--- config.mk ---
export PLATFORM = sky130hd
export DESIGN_NAME = chirp_sweep_ctrl
export DESIGN_NICKNAME = d
export VERILOG_FILES = /design/src/rtl/chirp_sweep_ctrl.sv
export SDC_FILE = /design/constraint.sdc
export NUM_CORES = 1
export LEC_CHECK = 0
export ABC_AREA = 1
export ABC_CLOCK_PERIOD_IN_PS = 2900
export BUFFER_PORTS_ARGS = -buffer_cell sky130_fd_sc_hd__buf_4
export CAP_MARGIN = 25
export CORE_UTILIZATION = 55
export DETAILED_ROUTE_END_ITERATION = 7
export GPL_ROUTABILITY_DRIVEN = 0
export PLACE_DENSITY = 0.75
export SYNTH_ARGS = -nofsm -noshare
export SYNTH_HDL_FRONTEND = slang
export SYNTH_SLANG_ARGS = --single-unit
export TNS_END_PERCENT = 50
--- constraint.sdc ---
create_clock -name clk_i -period 2.9 [get_ports clk_i]
set_input_delay 0.145 -clock clk_i [delete_from_list [all_inputs] [get_ports clk_i]]
set_output_delay 0.145 -clock clk_i [all_outputs]
set_load 0.005 [all_outputs]
--- src/rtl/chirp_sweep_ctrl.sv ---
// rtl/chirp_sweep_ctrl.sv - LFM chirp sweep sequencer driving the phase accumulator tuning word
module chirp_sweep_ctrl #(
    parameter int N     = 32,
    parameter int CNT_W = 16
) (
    input  logic             clk_i,
    input  logic             rst_ni,
    input  logic             start_i,
    input  logic             abort_i,
    input  logic [N-1:0]     f_start_i,
    input  logic [N-1:0]     f_step_i,
    input  logic [CNT_W-1:0] n_steps_i,
    input  logic [CNT_W-1:0] dwell_i,
    input  logic             triangle_i,
    input  logic             continuous_i,
    output logic [N-1:0]     ftw_o,
    output logic             acc_clr_o,
    output logic             busy_o,
    output logic             done_o,
    output logic [CNT_W-1:0] step_idx_o
);

    typedef enum logic [1:0] {
        S_IDLE = 2'd0,
        S_UP   = 2'd1,
        S_DOWN = 2'd2
    } state_e;

    state_e           state_q, state_d;
    logic [N-1:0]     ftw_q, ftw_d;
    logic [CNT_W-1:0] step_q, step_d;
    logic [CNT_W-1:0] dcnt_q, dcnt_d;
    logic             acc_clr_q, acc_clr_d;
    logic             busy_q, busy_d;
    logic             done_q, done_d;

    // Configuration captured at start so host writes mid-sweep cannot disturb the chirp
    logic [N-1:0]     fs_q, fs_d;
    logic [N-1:0]     fst_q, fst_d;
    logic [CNT_W-1:0] nst_q, nst_d;
    logic [CNT_W-1:0] dwell_q, dwell_d;
    logic             tri_q, tri_d;
    logic             cont_q, cont_d;

    logic             dwell_end;
    logic             period_end;

    assign dwell_end = (dcnt_q == dwell_q);

    // Next-state and output computation; abort overrides all sweep activity
    always_comb begin
        state_d    = state_q;
        ftw_d      = ftw_q;
        step_d     = step_q;
        dcnt_d     = dcnt_q;
        acc_clr_d  = 1'b0;
        busy_d     = busy_q;
        done_d     = 1'b0;
        fs_d       = fs_q;
        fst_d      = fst_q;
        nst_d      = nst_q;
        dwell_d    = dwell_q;
        tri_d      = tri_q;
        cont_d     = cont_q;
        period_end = 1'b0;

        if (state_q != S_IDLE && abort_i) begin
            state_d = S_IDLE;
            ftw_d   = '0;
            step_d  = '0;
            dcnt_d  = '0;
            busy_d  = 1'b0;
        end else begin
            case (state_q)
                S_IDLE: begin
                    if (start_i && !abort_i) begin
                        fs_d      = f_start_i;
                        fst_d     = f_step_i;
                        nst_d     = n_steps_i;
                        dwell_d   = dwell_i;
                        tri_d     = triangle_i;
                        cont_d    = continuous_i;
                        state_d   = S_UP;
                        ftw_d     = f_start_i;
                        step_d    = '0;
                        dcnt_d    = '0;
                        acc_clr_d = 1'b1;
                        busy_d    = 1'b1;
                    end
                end
                S_UP: begin
                    if (!dwell_end) begin
                        dcnt_d = dcnt_q + 1'b1;
                    end else if (step_q < nst_q) begin
                        ftw_d  = ftw_q + fst_q;
                        step_d = step_q + 1'b1;
                        dcnt_d = '0;
                    end else if (tri_q && nst_q != '0) begin
                        // Peak was already dwelt on in UP, so DOWN starts one step below it
                        state_d = S_DOWN;
                        ftw_d   = ftw_q - fst_q;
                        step_d  = nst_q - 1'b1;
                        dcnt_d  = '0;
                    end else begin
                        period_end = 1'b1;
                    end
                end
                S_DOWN: begin
                    if (!dwell_end) begin
                        dcnt_d = dcnt_q + 1'b1;
                    end else if (step_q != '0) begin
                        ftw_d  = ftw_q - fst_q;
                        step_d = step_q - 1'b1;
                        dcnt_d = '0;
                    end else begin
                        period_end = 1'b1;
                    end
                end
                default: begin
                    state_d = S_IDLE;
                    ftw_d   = '0;
                    step_d  = '0;
                    dcnt_d  = '0;
                    busy_d  = 1'b0;
                end
            endcase

            // Continuous mode restarts without acc_clr so the output phase stays continuous
            if (period_end) begin
                done_d = 1'b1;
                dcnt_d = '0;
                step_d = '0;
                if (cont_q) begin
                    state_d = S_UP;
                    ftw_d   = fs_q;
                end else begin
                    state_d = S_IDLE;
                    ftw_d   = '0;
                    busy_d  = 1'b0;
                end
            end
        end
    end

    // State, output and shadow configuration registers
    always_ff @(posedge clk_i or negedge rst_ni) begin
        if (!rst_ni) begin
            state_q   <= S_IDLE;
            ftw_q     <= '0;
            step_q    <= '0;
            dcnt_q    <= '0;
            acc_clr_q <= 1'b0;
            busy_q    <= 1'b0;
            done_q    <= 1'b0;
            fs_q      <= '0;
            fst_q     <= '0;
            nst_q     <= '0;
            dwell_q   <= '0;
            tri_q     <= 1'b0;
            cont_q    <= 1'b0;
        end else begin
            state_q   <= state_d;
            ftw_q     <= ftw_d;
            step_q    <= step_d;
            dcnt_q    <= dcnt_d;
            acc_clr_q <= acc_clr_d;
            busy_q    <= busy_d;
            done_q    <= done_d;
            fs_q      <= fs_d;
            fst_q     <= fst_d;
            nst_q     <= nst_d;
            dwell_q   <= dwell_d;
            tri_q     <= tri_d;
            cont_q    <= cont_d;
        end
    end

    assign ftw_o      = ftw_q;
    assign acc_clr_o  = acc_clr_q;
    assign busy_o     = busy_q;
    assign done_o     = done_q;
    assign step_idx_o = step_q;

endmodule

==> key figures <==
Critical path
  • Worst Setup Path Type: register to register
  • Critical path required time: 3260 ps
  • Crit start category: register
  • Max stage delay cell, worst path: dfrtp_1
  • Worst r2r src: nst_q[0]
  • CP Max Fanout: 14
  • Critical Path Stages: 16
  • Crit path largest cell delay: around 400 ps
  • R2r setup slk: 140 ps
  • Critical path cell sequence: inv_1 > ha_2 > nand4_1 > nor2_2 > nand3_4 > o21ai_4 > nand2_2 > nand2_4 > nand2_4 > nand3_1 > nand3_1 > nor2_4 > buf_4 > buf_12 > nand2_1 > o21ai_1
  • CP arrival: approximately 3100 ps
  • R2r worst-path depth: 16
  • CP bufs+invs: 3
  • Largest delay share family, worst path: simple AND/OR/NAND/NOR gates
  • R2r endpoint: step_idx_o[6]
  • Crit end category: register

Cells and area
  • Layout Utilization: between 60% and 70%
  • Nets@finish: about 2900
  • Area growth syn-to-layout: 22.1%
  • Share of cells above drive strength 1: a little over a tenth
  • ANT cells: 0
  • Final non-filler cell total: roughly 3100
  • Fillers: 2291

Flow run
  • MaxCap Viol Count: 0

Power
  • Max VDD drop: 561 uV
  • Pleak: ~10 nW
  • Power Density: 1270 nW/um^2

Worst hold path
  • Hold WC Path Type: input port to register
  • Hold Path Sink: fs_q[4]
  • Hold path start: f_start_i[4]
  • Hold Path Stages: 3

Detailed routing
  • Post-route ant nets: 0
  • Routed wire per std cell: approximately 16 um
  • TritonRoute pass-1 iters: 6
  • Via density: about 5.4
  • DR iter-0 viols: roughly 1700
  • Vias: ~17000
  • Post-Route WL: around 48000 um
  • # DRC: 0

Floorplanning
  • Die Y: 167 um
  • Starting Density: 56.6%
  • Core Region: around 26000 sq um
  • Die width: between 150 and 200 um
  • Row cnt: 59
  • DIE AREA: roughly 28000 sq um
  • I/O pin cnt: around 150

STA
  • Fin Clk Skew: around 16 ps
  • Fin Setup TNS: 0 ps
  • Achievable Freq: roughly 0.36 GHz
  • Relative slew slack: between 40 and 50%
  • Slew Viols, Final: 0
  • Minimum clock period: about 2800 ps
  • RSZ-0062 raised after global routing: yes
  • Hold violation count in the final report: 0
  • Fin Hold WS: roughly 6.4 ps
  • Final period util: 95.0%
  • Final setup fails: 0
  • Tightest Pin Transition: between 700 and 800 ps

Run status
  • Status: complete, no violations

Logic synthesis
  • Top-area cell type share of the netlist area: roughly 28%
  • Post-synth EDFFs: 0
  • Synthesized area per cell: 5.98 sq um
  • Top-count cell post-synth: nand2_1
  • Area leader, netlist: dfrtp_1
  • Ys Warns: 0
  • Yosys cell types: 41
  • Seq/Total Area, Yosys: between 20% and 30%
  • Post-synthesis register bit count: around 170
  • Cell area after synthesis: around 15000 sq um
  • Prevailing post-synth register cell: dfrtp_1
  • Mapped Cells: approximately 2500
  • Syn nets: 2689
  • Asr flop ratio synth: 100%
  • Synth area leaders: dfrtp_1, nand2_1, inv_1
  • Synth top cells by count: nand2_1, inv_1, nand3_1

Global routing
  • Largest net degree at the start of global routing: 140
  • First-pass GRT wire length: roughly 76000 um
  • Initial antenna violation count: 0
  • Vias in the first global route: 15400
  • Total gr overflow: 0
  • GRT Resource Usage Total: 34.2%

Placed design
  • # port buffers: about 150
  • Cells after DPL: approximately 2900
  • DP HPWL: ~35000 um

Clock tree
  • Clock transition at the registers of the reported paths: ~80 ps
  • CTS Sinks: around 170
  • CTS buffer count: 17
  • Clk Latency, worst-skew pair: between 400 and 500 ps
  • CTS root buf: clkbuf_16
  • CTS tree: built
  • H-tree levels: 4
  • CTS max path bufs: 2
-- logic make-up (layout without fill, tap and decap cells) --
logic type	Yosys count	after routing	synth area share [%]
and+or+nand+nor	1461	1461	39.9
buffers and inverters	488	716	12.5
AOI/OAI and AO/OA	229	229	8.26
DFF	167	167	28.0
adders and majority gates	89	89	7.56
xor gates and xnor gates	64	64	3.76
-- timing repair --
| action | in CTS | in global routing |
|---|---|---|
| cloned | 0 | 1 |
| pin swaps | 0 | 6 |
| endpoints found under the setup margin | 14 | 50 |
| buffers inserted | 0 | 9 |
| resized for setup | 3 | 20 |
| hold buffers | 90 | 0 |
| hold endpoints to repair | 160 | 0 |
-- layer usage --
metal	up-vias	GRT usage, %	wire length, um
met4	0	13.1	1630
li1	8128	-	-
met5	-	0	0
met3	127	5.49	4710
met1	7441	45.3	19800
met2	816	56.1	21600
-- state kept, by name, indices dropped and copies added, names as in the netlist --
signal,cells
dwell_q,16
fs_q,32
dcnt_q,16
acc_clr_o,1
fst_q,32
step_idx_o,16
done_o,1
state_q,2
tri_q,1
busy_o,1
cont_q,1
ftw_o,32
nst_q,16
-- stage by stage --
stage          total power [W]  setup WS [ps]  instance area (sq um)
6_report                0.0231            145                  18200
5_1_grt                 0.0251          -16.9                  18200
4_1_cts                 0.0222           52.8                  18000
3_5_place_dp            0.0196          -22.6                  16500
3_3_place_gp            0.0193            106                  16500
2_1_floorplan           0.0149            495                  14900
-- power by group --
part	leakage [nW]	internal, W	total (W)	switching (W)
clock network	0.291	0.00118	0.00234	0.00117
logic	7.76	0.00565	0.0166	0.0109
registers	2.13	0.00330	0.00413	0.000825
total	10.2	0.0101	0.0231	0.0129
-- how the worst max path moves through the flow --
| stage | start | endpoint | slack [ps] |
|---|---|---|---|
| after floorplan | nst_q[11] | ftw_o[12] | 490 |
| after global placement | step_idx_o[0] | step_idx_o[6] | 110 |
| after detailed placement | nst_q[5] | ftw_o[15] | -20 |
| after CTS | step_idx_o[0] | step_idx_o[6] | 50 |
| after global routing | ftw_o[0] | ftw_o[20] | -20 |
| final | nst_q[0] | step_idx_o[6] | 140 |
-- area by class of cell --
cell class	instances	area (sq um)	area share, %
Multi-Input combinational cell	1843	8950	49.1
Inverter	382	1440	7.91
Timing Repair Buffer	303	2640	14.5
Tap cell	335	419	2.30
Clock buffer	18	439	2.41
Clock inverter	13	156	0.858
Sequential cell	167	4180	22.9
-- placed cells by master (no fill, tap or decap), drive strengths merged --
cell type,instances
ha,87
buf,212
clkinv,9
nand3b,2
dfrtp,167
clkbuf,19
nor3b,2
o22ai,4
o21ai,137
nand4,19
nor3,36
o211ai,10
a21boi,1
nor4,8
o221ai,3
nor2,178
o32ai,1
and2,3
o31ai,1
fa,2
a31oi,7
o21bai,8
a21oi,57
dlygate4sd3,90
nand3,213
xor2,51
and3,3
xnor2,13
inv,386
or2,6
nand2,991
-- worst min-delay path, delay by kind of cell --
kind            cells  cell delay, ps
compound gates      1             150
buf+inv             2             110
Power figures use the tool's default switching activity.
